<file path="config.mk">
export PLATFORM = sky130hd
export DESIGN_NAME = pipe_adder
export DESIGN_NICKNAME = d
export VERILOG_FILES = /design/src/rtl/pipe_adder_pkg.sv /design/src/rtl/adder_slice.sv /design/src/rtl/pipe_adder.sv
export SDC_FILE = /design/constraint.sdc
export NUM_CORES = 1
export LEC_CHECK = 0
export ABC_AREA = 1
export BUFFER_PORTS_ARGS = -buffer_cell sky130_fd_sc_hd__buf_2
export CAP_MARGIN = 20
export CORE_MARGIN = 3
export CORE_UTILIZATION = 30
export DETAILED_ROUTE_END_ITERATION = 8
export GPL_ROUTABILITY_DRIVEN = 0
export HOLD_SLACK_MARGIN = 0.1
export REMOVE_ABC_BUFFERS = 1
export SLEW_MARGIN = 10
export SYNTH_ARGS = -nofsm -noshare
export SYNTH_HDL_FRONTEND = slang
export SYNTH_HIERARCHICAL = 1
export SYNTH_SLANG_ARGS = --single-unit
</file>
<file path="constraint.sdc">
create_clock -name clk -period 5.4 [get_ports clk]
set_input_delay 1.35 -clock clk [delete_from_list [all_inputs] [get_ports clk]]
set_output_delay 1.35 -clock clk [all_outputs]
set_load 0.01 [all_outputs]
</file>
<file path="src/rtl/pipe_adder_pkg.sv">
// Shared constants and payload layout for the carry-pipelined adder.
package pipe_adder_pkg;

    localparam int PA_WIDTH  = 32;
    localparam int PA_STAGES = 4;

    // Payload carried between stages in the default configuration.
    typedef struct packed {
        logic [PA_WIDTH-1:0] psum;
        logic                carry;
        logic [PA_WIDTH-1:0] opa;
        logic [PA_WIDTH-1:0] opb;
        logic                valid;
    } stage_t;

    function automatic bit cfg_ok(input int w, input int s);
        return (s >= 1) && ((w % s) == 0);
    endfunction

endpackage

</file>
<file path="src/rtl/adder_slice.sv">
// Combinational CW-bit ripple-carry adder, one per pipeline stage.
module adder_slice #(
    parameter int CW = 8
) (
    input  logic [CW-1:0] a,
    input  logic [CW-1:0] b,
    input  logic          ci,
    output logic [CW-1:0] s,
    output logic          co
);

    logic [CW:0] cy;

    always_comb begin
        cy    = '0;
        s     = '0;
        cy[0] = ci;
        for (int i = 0; i < CW; i++) begin
            s[i]    = a[i] ^ b[i] ^ cy[i];
            cy[i+1] = (a[i] & b[i]) | (cy[i] & (a[i] ^ b[i]));
        end
    end

    assign co = cy[CW];

endmodule

</file>
<file path="src/rtl/pipe_adder.sv">
// Carry-pipelined adder with per-stage valid and ready/valid handshake.
// Optional signed-overflow output enabled by macro PIPE_ADDER_OVF_EN.
module pipe_adder
    import pipe_adder_pkg::*;
#(
    parameter int WIDTH  = PA_WIDTH,
    parameter int STAGES = PA_STAGES
) (
    input  logic             clk,
    input  logic             rst,
    input  logic             in_valid,
    output logic             in_ready,
    input  logic [WIDTH-1:0] a,
    input  logic [WIDTH-1:0] b,
    input  logic             cin,
    output logic             out_valid,
    input  logic             out_ready,
    output logic [WIDTH-1:0] sum,
    output logic             cout
`ifdef PIPE_ADDER_OVF_EN
    ,
    output logic             ovf
`endif
);

    localparam int CW = (STAGES >= 1) ? WIDTH / STAGES : WIDTH;

    if (!cfg_ok(WIDTH, STAGES)) begin : g_cfg_err
        $error("pipe_adder: WIDTH must be a multiple of STAGES and STAGES >= 1");
    end

    typedef struct packed {
        logic [WIDTH-1:0] psum;
        logic             carry;
        logic [WIDTH-1:0] opa;
        logic [WIDTH-1:0] opb;
    } pay_t;

    logic [STAGES-1:0] vld_pipe;
    logic [STAGES-1:0] vld_in;
    logic [STAGES:0]   rdy;

    // rdy[k]: stage k may load this cycle (empty, or its content moves on).
    always_comb begin
        rdy         = '0;
        rdy[STAGES] = out_ready;
        for (int k = STAGES - 1; k >= 0; k--)
            rdy[k] = !vld_pipe[k] || rdy[k+1];
    end

    always_comb begin
        vld_in    = '0;
        vld_in[0] = in_valid;
        for (int k = 1; k < STAGES; k++)
            vld_in[k] = vld_pipe[k-1];
    end

    always_ff @(posedge clk) begin
        if (rst)
            vld_pipe <= '0;
        else
            vld_pipe <= (vld_pipe & ~rdy[STAGES-1:0]) | (vld_in & rdy[STAGES-1:0]);
    end

    for (genvar k = 0; k < STAGES; k++) begin : g_stg
        pay_t          src;
        pay_t          nxt;
        pay_t          stg;
        logic [CW-1:0] s;
        logic          co;

        if (k == 0) begin : g_first
            assign src = '{psum: '0, carry: cin, opa: a, opb: b};
        end else begin : g_next
            assign src = g_stg[k-1].stg;
        end

        adder_slice #(.CW(CW)) u_slice (
            .a  (src.opa[k*CW +: CW]),
            .b  (src.opb[k*CW +: CW]),
            .ci (src.carry),
            .s  (s),
            .co (co)
        );

        always_comb begin
            nxt                   = src;
            nxt.psum[k*CW +: CW]  = s;
            nxt.carry             = co;
        end

        // Datapath is not reset; outputs are masked by the valid bit instead.
        always_ff @(posedge clk) begin
            if (rdy[k])
                stg <= nxt;
        end
    end

    assign in_ready  = rdy[0];
    assign out_valid = vld_pipe[STAGES-1];
    assign sum       = out_valid ? g_stg[STAGES-1].stg.psum : '0;
    assign cout      = out_valid & g_stg[STAGES-1].stg.carry;

`ifdef PIPE_ADDER_OVF_EN
    logic ovf_nxt;
    logic ovf_q;

    // Carry into the MSB is a^b^s at that bit; overflow is that XOR carry-out.
    assign ovf_nxt = g_stg[STAGES-1].src.opa[WIDTH-1] ^ g_stg[STAGES-1].src.opb[WIDTH-1]
                   ^ g_stg[STAGES-1].s[CW-1] ^ g_stg[STAGES-1].co;

    always_ff @(posedge clk) begin
        if (rdy[STAGES-1])
            ovf_q <= ovf_nxt;
    end

    assign ovf = out_valid & ovf_q;
`endif

endmodule

</file>
==> flow_metrics.tcl, run 1 <==
set metrics [dict create \
    detail_route.vias_per_cell 3.85 \
    cpMaxStageDelayCell "fa_1" \
    die_extent_in_x_um 155 \
    timing_hold_violations_final 0 \
    synth-async-reset-ratio 0 \
    placedCellCount 718 \
    finalSetupTns_ns 0 \
    top_register "g_stg.stg" \
    cts_setup_buffers 0 \
    largest_net_degree_at_the_start_of_global_routing 43 \
    final_max_slew_viol_count 0 \
    ant_nets 0 \
    die-area_um2 23900 \
    detailed_route_via_count 2885 \
    drc 0 \
    grt-ovfl-total 0 \
    grtUsageTotal 0.0860 \
    synth.lib_cells_used.distinct 13 \
    relSlewSlack 0.342 \
    timing_worst_setup_path_type "in -> reg" \
    cp_max_fo 1 \
    synth-edff-count 180 \
    initialDrtViolationCount 60 \
    core_region_area_um2 21400 \
    peakVddDrop_uv 201 \
    dpl.hpwl_mm 6.72 \
    detailed_place.area_um2 7510 \
    globalRouteMet1Util 0.0912 \
    core.rowCount 53 \
    clock_skew_ns 0.00873 \
    hold_ws_ns 0.414 \
    post-route-period-util 0.793 \
    cts_buffer_depth 2 \
    initial_core_util 0.311 \
    cts.htree.levels 4 \
    die_height_um 155 \
    category_of_the_worst_setup_path_capture_point "register" \
    post-synth-top-count-cell "edfxtp_1" \
    grt_pass1_vias 3224 \
    register_area_um2 5490 \
    clkSlewWorstSetupHoldPaths_ns 0.07 \
    filler_cell_count 1994 \
    worst_setup_path_start_kind "input port" \
    finalInstanceArea_um2 8080 \
    dr.pass1.iters 4 \
    wirelength_mm 9.59 \
    cts-resized-gates 0 \
    multi_input_gate_area_in_the_final_layout_um2 845 \
    timing.critical_path.mode_cell "fa_1" \
    cts_num_sinks 184 \
    timing.fmax_ghz 0.233 \
    cell_types_occupying_the_most_area_after_synthesis "edfxtp_1, fa_1, inv_1" \
    yosys.area.top_type "edfxtp_1" \
    final.setup.worst_slack_ns 1.12 \
    synthCells 340 \
    top_family_by_delay_on_critical_path "adder cells" \
    finish.cell_count_without_fillers 750 \
    port_buffers 103 \
    synth.yosys.seq_area_share 0.827 \
    cts_tree "done" \
    max_cap_viol_count 0 \
    largest_register_ff_count 180 \
    grtUsageMet2 0.154 \
    rsz0062_at_grt "no" \
    cp_cell_instances "buf_2 -> fa_1 -> inv_1 -> fa_1 -> inv_1 -> fa_1 -> fa_1 -> fa_1 -> fa_1 -> fa_1 -> inv_1 -> fa_1 -> inv_1" \
    top_usage_layer "met2" \
    timing.rr.start "g_stg[1].stg[48]" \
    synth_area_um2 6630 \
    boundaryPins 104 \
    global_route.usage.met3 0.0297 \
    final-setup-viol-count 0 \
    antenna_violations_before_repair 0 \
    outcome "completed" \
    global_route_wire_length_before_repair_mm 15.7 \
    crit_start "a[0]" \
    yosys_warnings 6 \
    regs_by_ff_count "g_stg.stg x180" \
    clock-root-buffer "clkbuf_16" \
    power.density_nw_per_um2 381 \
    critical_path.max_stage_delay_ns 0.40 \
    ys.flop_type "edfxtp_1" \
    clock_insertion_delay_worst_skew_ns 0.42 \
    fin_crit_ns 4.28 \
    worstPathBufferInverterCount 5 \
    postCtsHoldBufs 0 \
    wl_per_cell_um 12.8 \
    preCtsSetupSlack_ns 0.652 \
    worstPathArrival_ns 4.57 \
    synthDominantCellAreaShare 0.815 \
    antenna_cells_inserted 0 \
    power.static_leakage_uw 0.00353 \
    drive_above_1_share 0.301 \
    postSynthRegisterBits 184 \
    synthToLayoutAreaGrowth_pct 21.8 \
    numCtsBuffers 17 \
    syn-mean-instance-area_um2 19.5 \
    worst_pin_slew_ns 0.983 \
    hold_class "reg -> reg" \
    hold_start "g_stg[1].stg[27]" \
    synth.cells.most_frequent "edfxtp_1, inv_1, nand2_1" \
    fin_nets 563 \
    timing.critical_path.required_ns 5.69 \
]
## path summary, 6_finish.rpt
check        slack (ns)  cells after the start                to
max                1.12                     13  g_stg[0].stg[72]
min reg2reg        0.41                      0  g_stg[2].stg[27]
min                0.41                      0  g_stg[2].stg[27]
max reg2reg        1.57                     12  g_stg[2].stg[88]
## worst register-to-register path, delay by kind of cell (launching register included)
family                     cells  cell delay, ns
adders and majority gates      8            3.02
DFF                            1            0.41
buffers and inverters          4            0.27
## power breakdown
group          total, uW  switching (uW)  internal, uW
Combinational        109            55.7          52.9
Clock               1160             551           609
Sequential          1810            47.5          1770
Total               3080             655          2430
## layer usage
layer  vias to the layer above  share of wire
met5                         -              0
met4                         0          0.019
met3                        15          0.051
met2                        60           0.54
met1                      1422           0.39
li1                       1388              -
## layout by cell type (no fill, tap or decap)
master / n
inv_1: 77
a21oi_1: 3
clkbuf_16: 17
edfxtp_1: 180
nand2_2: 1
buf_2: 103
clkinv_8: 1
inv_6: 1
nor2_1: 2
inv_2: 1
fa_1: 32
clkinv_4: 6
nand3_2: 1
clkinvlp_4: 2
buf_4: 4
nor2_8: 1
clkinv_1: 1
nand2_1: 33
inv_8: 4
nand4_4: 1
dfxtp_1: 4
## metrics by stage
step / utilization / total power [uW]
after floorplan: - / 1880
after global placement: 0.352 / 1950
after detailed placement: 0.352 / 1960
after CTS: 0.378 / 3130
after global routing: 0.378 / 3230
final: 0.378 / 3080
## cell families (layout without fill, tap and decap cells)
logic type      count (synthesis)  in the layout  synth area share
fa+ha+maj                      32             32            0.0966
buf+inv                        82            217            0.0475
compound gates                  3              3           0.00226
simple gates                   39             39            0.0268
flops                         184            184             0.827
## cell type report
class                      instances  area share
clock buffer                      17      0.0527
clock inverter                    15      0.0175
inverter                          78      0.0362
multi-input combinational         74       0.105
sequential                       184       0.679
tap                              275      0.0426
timing repair buffer             107      0.0675
Note: power is estimated with default switching activity, not from simulation.
==> inputs of run 2 (changes only) <==
Settings changed: ABC_AREA 1 to 0.
Clock period 5.4 ns to 3.8 ns, I/O delays scaled along.
==> run 2 against run 1 <==
  * First-iteration DRC count up 120%
  * Total power up 47%
  * Final area up 0.65%
  * Highest routed layer unchanged
==> flow_metrics.tcl, run 2 <==
set metrics [dict create \
    fin_crit_ns 3.73 \
    synth.cells.most_frequent "edfxtp_1, inv_1, and2_1" \
    wirelength_mm 9.66 \
    fin_nets 528 \
    die-area_um2 23800 \
    worst_setup_path_start_kind "input port" \
    syn-mean-instance-area_um2 21.7 \
    synth_area_um2 6590 \
    power.static_leakage_uw 0.00329 \
    hold_ws_ns 0.416 \
    dr.pass1.iters 4 \
    clock-root-buffer "clkbuf_16" \
    top_library_cells_by_usage_in_the_layout_fill_and_taps_aside "edfxtp_1, buf_2, inv_1" \
    numCtsBuffers 17 \
    antenna_violations_before_repair 0 \
    antenna_cells_inserted 0 \
    global_route_wire_length_before_repair_mm 15.5 \
    cts_setup_buffers 0 \
    initial_core_util 0.309 \
    top_register "g_stg.stg" \
    grtUsageTotal 0.0876 \
    boundaryPins 104 \
    drc 0 \
    timing.critical_path.required_ns 4.09 \
    layout.cells.most_common "edfxtp_1" \
    synth-async-reset-ratio 0 \
    post-synth-top-count-cell "edfxtp_1" \
    initialDrtViolationCount 132 \
    category_of_the_worst_setup_path_capture_point "register" \
    relSlewSlack 0.364 \
    synth.yosys.seq_area_share 0.833 \
    preCtsSetupSlack_ns -0.548 \
    drive_above_1_share 0.366 \
    max_cap_viol_count 0 \
    die_height_um 154 \
    dpl.hpwl_mm 6.55 \
    detailed_route_via_count 2792 \
    hold_class "reg -> reg" \
    port_buffers 103 \
    synth-edff-count 180 \
    clkSlewWorstSetupHoldPaths_ns 0.06 \
    grt-ovfl-total 0 \
    timing_worst_setup_path_type "in -> reg" \
    ant_nets 0 \
    placedCellCount 683 \
    regs_by_ff_count "g_stg.stg x180" \
    grt_pass1_vias 3070 \
    synthDominantCellAreaShare 0.821 \
    clock_insertion_delay_worst_skew_ns 0.42 \
    cp_max_fo 1 \
    yosys.area.top_type "edfxtp_1" \
    postCtsHoldBufs 0 \
    rsz0062_at_grt "no" \
    cts.htree.levels 4 \
    core_region_area_um2 21300 \
    cts_buffer_depth 2 \
    final.setup.worst_slack_ns 0.0739 \
    detail_route.vias_per_cell 3.90 \
    core.rowCount 53 \
    final_max_slew_viol_count 0 \
    synthCells 304 \
    cell_types_occupying_the_most_area_after_synthesis "edfxtp_1, fa_1, and2_1" \
    cts_tree "done" \
    post-route-period-util 0.981 \
    ys.flop_type "edfxtp_1" \
    clock_skew_ns 0.00806 \
    postSynthRegisterBits 184 \
    synthToLayoutAreaGrowth_pct 23.5 \
    finalPower_uw 4540 \
    timing.fmax_ghz 0.268 \
    final-setup-viol-count 0 \
    largest_register_ff_count 180 \
    peakVddDrop_uv 299 \
    cts_num_sinks 184 \
    largest_net_degree_at_the_start_of_global_routing 58 \
    finalInstanceArea_um2 8130 \
    power.density_nw_per_um2 558 \
    wl_per_cell_um 13.5 \
    synth.lib_cells_used.distinct 12 \
    yosys_warnings 6 \
    finish.cell_count_without_fillers 715 \
    outcome "completed" \
    detailed_place.area_um2 7480 \
    worst_pin_slew_ns 0.951 \
    worstPathArrival_ns 4.02 \
    timing_hold_violations_final 0 \
    die_extent_in_x_um 154 \
]
[run 2: cell count changes in the layout (fill, tap and decap cells not counted), moves of 2 or more]
cell and change:
inv_1 -37, nand2_1 -33, bufinv_16 +3, nor2_1 -2
and2_1 +33, fa_2 +16, inv_6 +2, fa_1 -16
clkinv_4 -5, inv_2 +2
[run 2: through the flow]
step,utilization,TNS (ns)
floorplan,-,-0.463
global placement,0.351,-0.964
detailed placement,0.351,-1.20
CTS,0.380,0
global route,0.382,0
finish,0.382,0
[run 2: layer usage]
metal  GRT usage  wire, um
met1      0.0930      3640
met2       0.151      5220
met3      0.0381       615
met4      0.0395       186
met5           0         0
[run 2: cell type report]
type	count	area, um2
fill	1931	13200
multi-input combinational	74	967
timing repair buffer	107	558
sequential	184	5490
inverter	43	161
clock inverter	14	186
clock buffer	18	429
tap	275	344
[run 2: what timing repair did]
item                                    in CTS  in global routing
endpoints found under the setup margin       2                  4
resized for setup                            3                 16
hold endpoints to repair                     0                  0
cloned                                       0                  0
pin swaps                                    0                  5
[run 2: path summary, 6_finish.rpt]
path                          from          endpoint  slack (ns)  cells past startpoint
setup / recovery              a[0]  g_stg[0].stg[72]        0.07                     13
hold / removal    g_stg[2].stg[76]  g_stg[3].stg[76]        0.42                      0
setup reg to reg  g_stg[1].stg[48]  g_stg[2].stg[88]        0.14                     12
hold reg to reg   g_stg[2].stg[76]  g_stg[3].stg[76]        0.42                      0
[run 2: cells by family (layout without fill, tap and decap cells)]
logic type	after synthesis	after routing	share of synthesized area
AO/OA/AOI/OAI	4	4	0.00418
adder cells (fa/ha/maj)	32	32	0.0973
AND/OR/NAND/NOR	38	38	0.0389
flip-flops	184	184	0.833
buffers and inverters	46	182	0.0268
[run 2: power by group]
part	total (uW)	leakage (uW)	internal [uW]	switching [uW]
Sequential	2570	0.00194	2510	62.9
Combinational	159	0.00106	81.4	77.8
Clock	1810	0.000293	1050	756
Total	4540	0.00329	3640	897
[run 2: critical path, cell delays in order]
cell,delay (ns)
buf_2,0.11
fa_2,0.37
inv_2,0.06
fa_2,0.17
inv_1,0.05
fa_2,0.36
fa_2,0.37
fa_2,0.37
fa_2,0.34
fa_2,0.34
inv_2,0.06
fa_1,0.40
inv_1,0.06
==> inputs of run 3 (changes only) <==
Settings changed: CELL_PAD_IN_SITES_DETAIL_PLACEMENT set to 1, CELL_PAD_IN_SITES_GLOBAL_PLACEMENT set to 1, PLACE_DENSITY_LB_ADDON set to 0.1.
==> run 3 against run 2 <==
  * Sequential cell count stayed put
  * Maximum frequency grew 0.31%
  * Sequential share of layout area up 0.68 points
  * Via count grew 1.1%
  * Core utilization is 0.38 points lower
  * Total power decreased by 4.3%
  * Wire length increased by 5.5%
  * Cell count increased by 0.14%
  * Largest power group unchanged
  * Highest routed layer unchanged
==> flow_metrics.tcl, run 3 (synthesized netlist as in run 2, its figures left out) <==
set metrics [dict create \
    clock_skew_ns 0.00792 \
    wirelength_mm 10.2 \
    hold_class "reg -> reg" \
    grt_pass1_vias 3062 \
    relSlewSlack 0.395 \
    dpl.hpwl_mm 6.65 \
    timing.critical_path.mode_cell "fa_2" \
    finalPower_uw 4350 \
    ant_nets 0 \
    cts_num_sinks 184 \
    initialDrtViolationCount 122 \
    die_extent_in_x_um 154 \
    boundaryPins 104 \
    outcome "completed" \
    core_region_area_um2 21300 \
    core.rowCount 53 \
    cpMaxStageDelayCell "fa_1" \
    worstPathArrival_ns 4.01 \
    timing.hold.worst_path_depth 0 \
    top_family_by_delay_on_critical_path "adder cells" \
    layout.cells.most_common "edfxtp_1" \
    path_depth 13 \
    drc 0 \
    clock-root-buffer "clkbuf_16" \
    numCtsBuffers 17 \
    worst_pin_slew_ns 0.907 \
    timing.critical_path.required_ns 4.09 \
    top_register "g_stg.stg" \
    die_height_um 154 \
    wl_per_cell_um 14.2 \
    final-setup-viol-count 0 \
    fin_nets 529 \
    power.static_leakage_uw 0.00327 \
    final.setup.worst_slack_ns 0.0853 \
    port_buffers 103 \
    max_cap_viol_count 0 \
    filler_cell_count 2100 \
    synthToLayoutAreaGrowth_pct 22.2 \
    finish.cell_count_without_fillers 716 \
    detail_route.vias_per_cell 3.94 \
    grt-ovfl-total 0 \
    rsz0062_at_grt "yes" \
    post-route-period-util 0.978 \
    cts_setup_buffers 0 \
    worstPathBufferInverterCount 5 \
    category_of_the_worst_setup_path_capture_point "register" \
    timing.fmax_ghz 0.269 \
    largest_net_degree_at_the_start_of_global_routing 52 \
    die-area_um2 23800 \
    r2r_cells 12 \
    worst_setup_path_start_kind "input port" \
    detailed_route_via_count 2822 \
    initial_core_util 0.309 \
    cts.htree.levels 4 \
    grtUsageTotal 0.0896 \
    top_library_cells_by_usage_in_the_layout_fill_and_taps_aside "edfxtp_1, buf_2, inv_1" \
    final_max_slew_viol_count 0 \
    largest_register_ff_count 180 \
    fin_crit_ns 3.71 \
    drive_above_1_share 0.356 \
    critical_path.max_stage_delay_ns 0.40 \
    regs_by_ff_count "g_stg.stg x180" \
    timing_worst_setup_path_type "in -> reg" \
    cts_buffer_depth 2 \
    global_route_wire_length_before_repair_mm 15.9 \
    dr.pass1.iters 4 \
    cts_tree "done" \
    clkSlewWorstSetupHoldPaths_ns 0.07 \
    placedCellCount 684 \
    antenna_violations_before_repair 0 \
    clock_insertion_delay_worst_skew_ns 0.42 \
    preCtsSetupSlack_ns -0.526 \
    cp_max_fo 1 \
    timing_hold_violations_final 0 \
    antenna_cells_inserted 0 \
    cp_cell_instances "buf_2 -> fa_1 -> inv_1 -> fa_1 -> inv_1 -> fa_2 -> fa_2 -> fa_2 -> fa_2 -> fa_2 -> inv_2 -> fa_1 -> inv_1" \
    peakVddDrop_uv 281 \
    power.density_nw_per_um2 540 \
]
## run 3: changes by cell type in the layout (fill, tap and decap cells not counted), moves of 2 or more
cell / before / now
fa_1: 16 / 19
bufinv_16: 3 / 0
clkinv_4: 1 / 3
fa_2: 16 / 13
buf_4: 3 / 5
clkinv_1: 0 / 2
## run 3: through the flow
step           utilization  hold WS (ns)  setup TNS, ns  instance area (um2)
4_1_cts              0.377         0.414              0                 8030
5_1_grt              0.378         0.417        -0.0124                 8050
3_5_place_dp         0.351         0.405          -1.15                 7470
3_3_place_gp         0.351         0.401          -1.13                 7470
2_1_floorplan            -         0.400         -0.463                 6570
6_report             0.378         0.417              0                 8050
## run 3: path summary, 6_finish.rpt
check / startpoint / slack [ns] / end
min reg2reg: g_stg[0].stg[19] / 0.42 / g_stg[1].stg[19]
min: g_stg[0].stg[19] / 0.42 / g_stg[1].stg[19]
max reg2reg: g_stg[1].stg[48] / 0.17 / g_stg[2].stg[88]
max: a[0] / 0.09 / g_stg[0].stg[72]
## run 3: final cells by class
| type | count | area [um2] | area share |
|---|---|---|---|
| well taps | 275 | 344 | 0.0427 |
| inverters | 43 | 161 | 0.0200 |
| clock buffers | 17 | 425 | 0.0528 |
| flip-flops and latches | 184 | 5490 | 0.681 |
| multi-input cells | 74 | 960 | 0.119 |
| repair buffers | 108 | 553 | 0.0687 |
| clock inverters | 15 | 121 | 0.0151 |
## run 3: timing repair
| item | CTS | global route |
|---|---|---|
| hold buffers | 0 | 0 |
| hold endpoints to repair | 0 | 0 |
| endpoints found under the setup margin | 3 | 4 |
| pin swaps | 0 | 2 |
| resized for setup | 5 | 10 |
## run 3: routing by layer
metal / share of wire / GRT usage / vias to the layer above
met4: 0.019 / 0.0416 / 0
met5: 0 / 0 / -
li1: - / - / 1319
met1: 0.39 / 0.0977 / 1421
met2: 0.54 / 0.158 / 67
met3: 0.052 / 0.0297 / 15
## run 3: worst register-to-register path: cells and delay by family (launching register included)
kind / cells / cell delay, ns
fa+ha+maj: 8 / 2.80
flops: 1 / 0.42
buf+inv: 4 / 0.29
## run 3: power breakdown
part           switching [uW]  total [uW]  internal [uW]
Combinational            76.8         156           78.7
Clock                     769        1620            854
Sequential               60.2        2570           2510
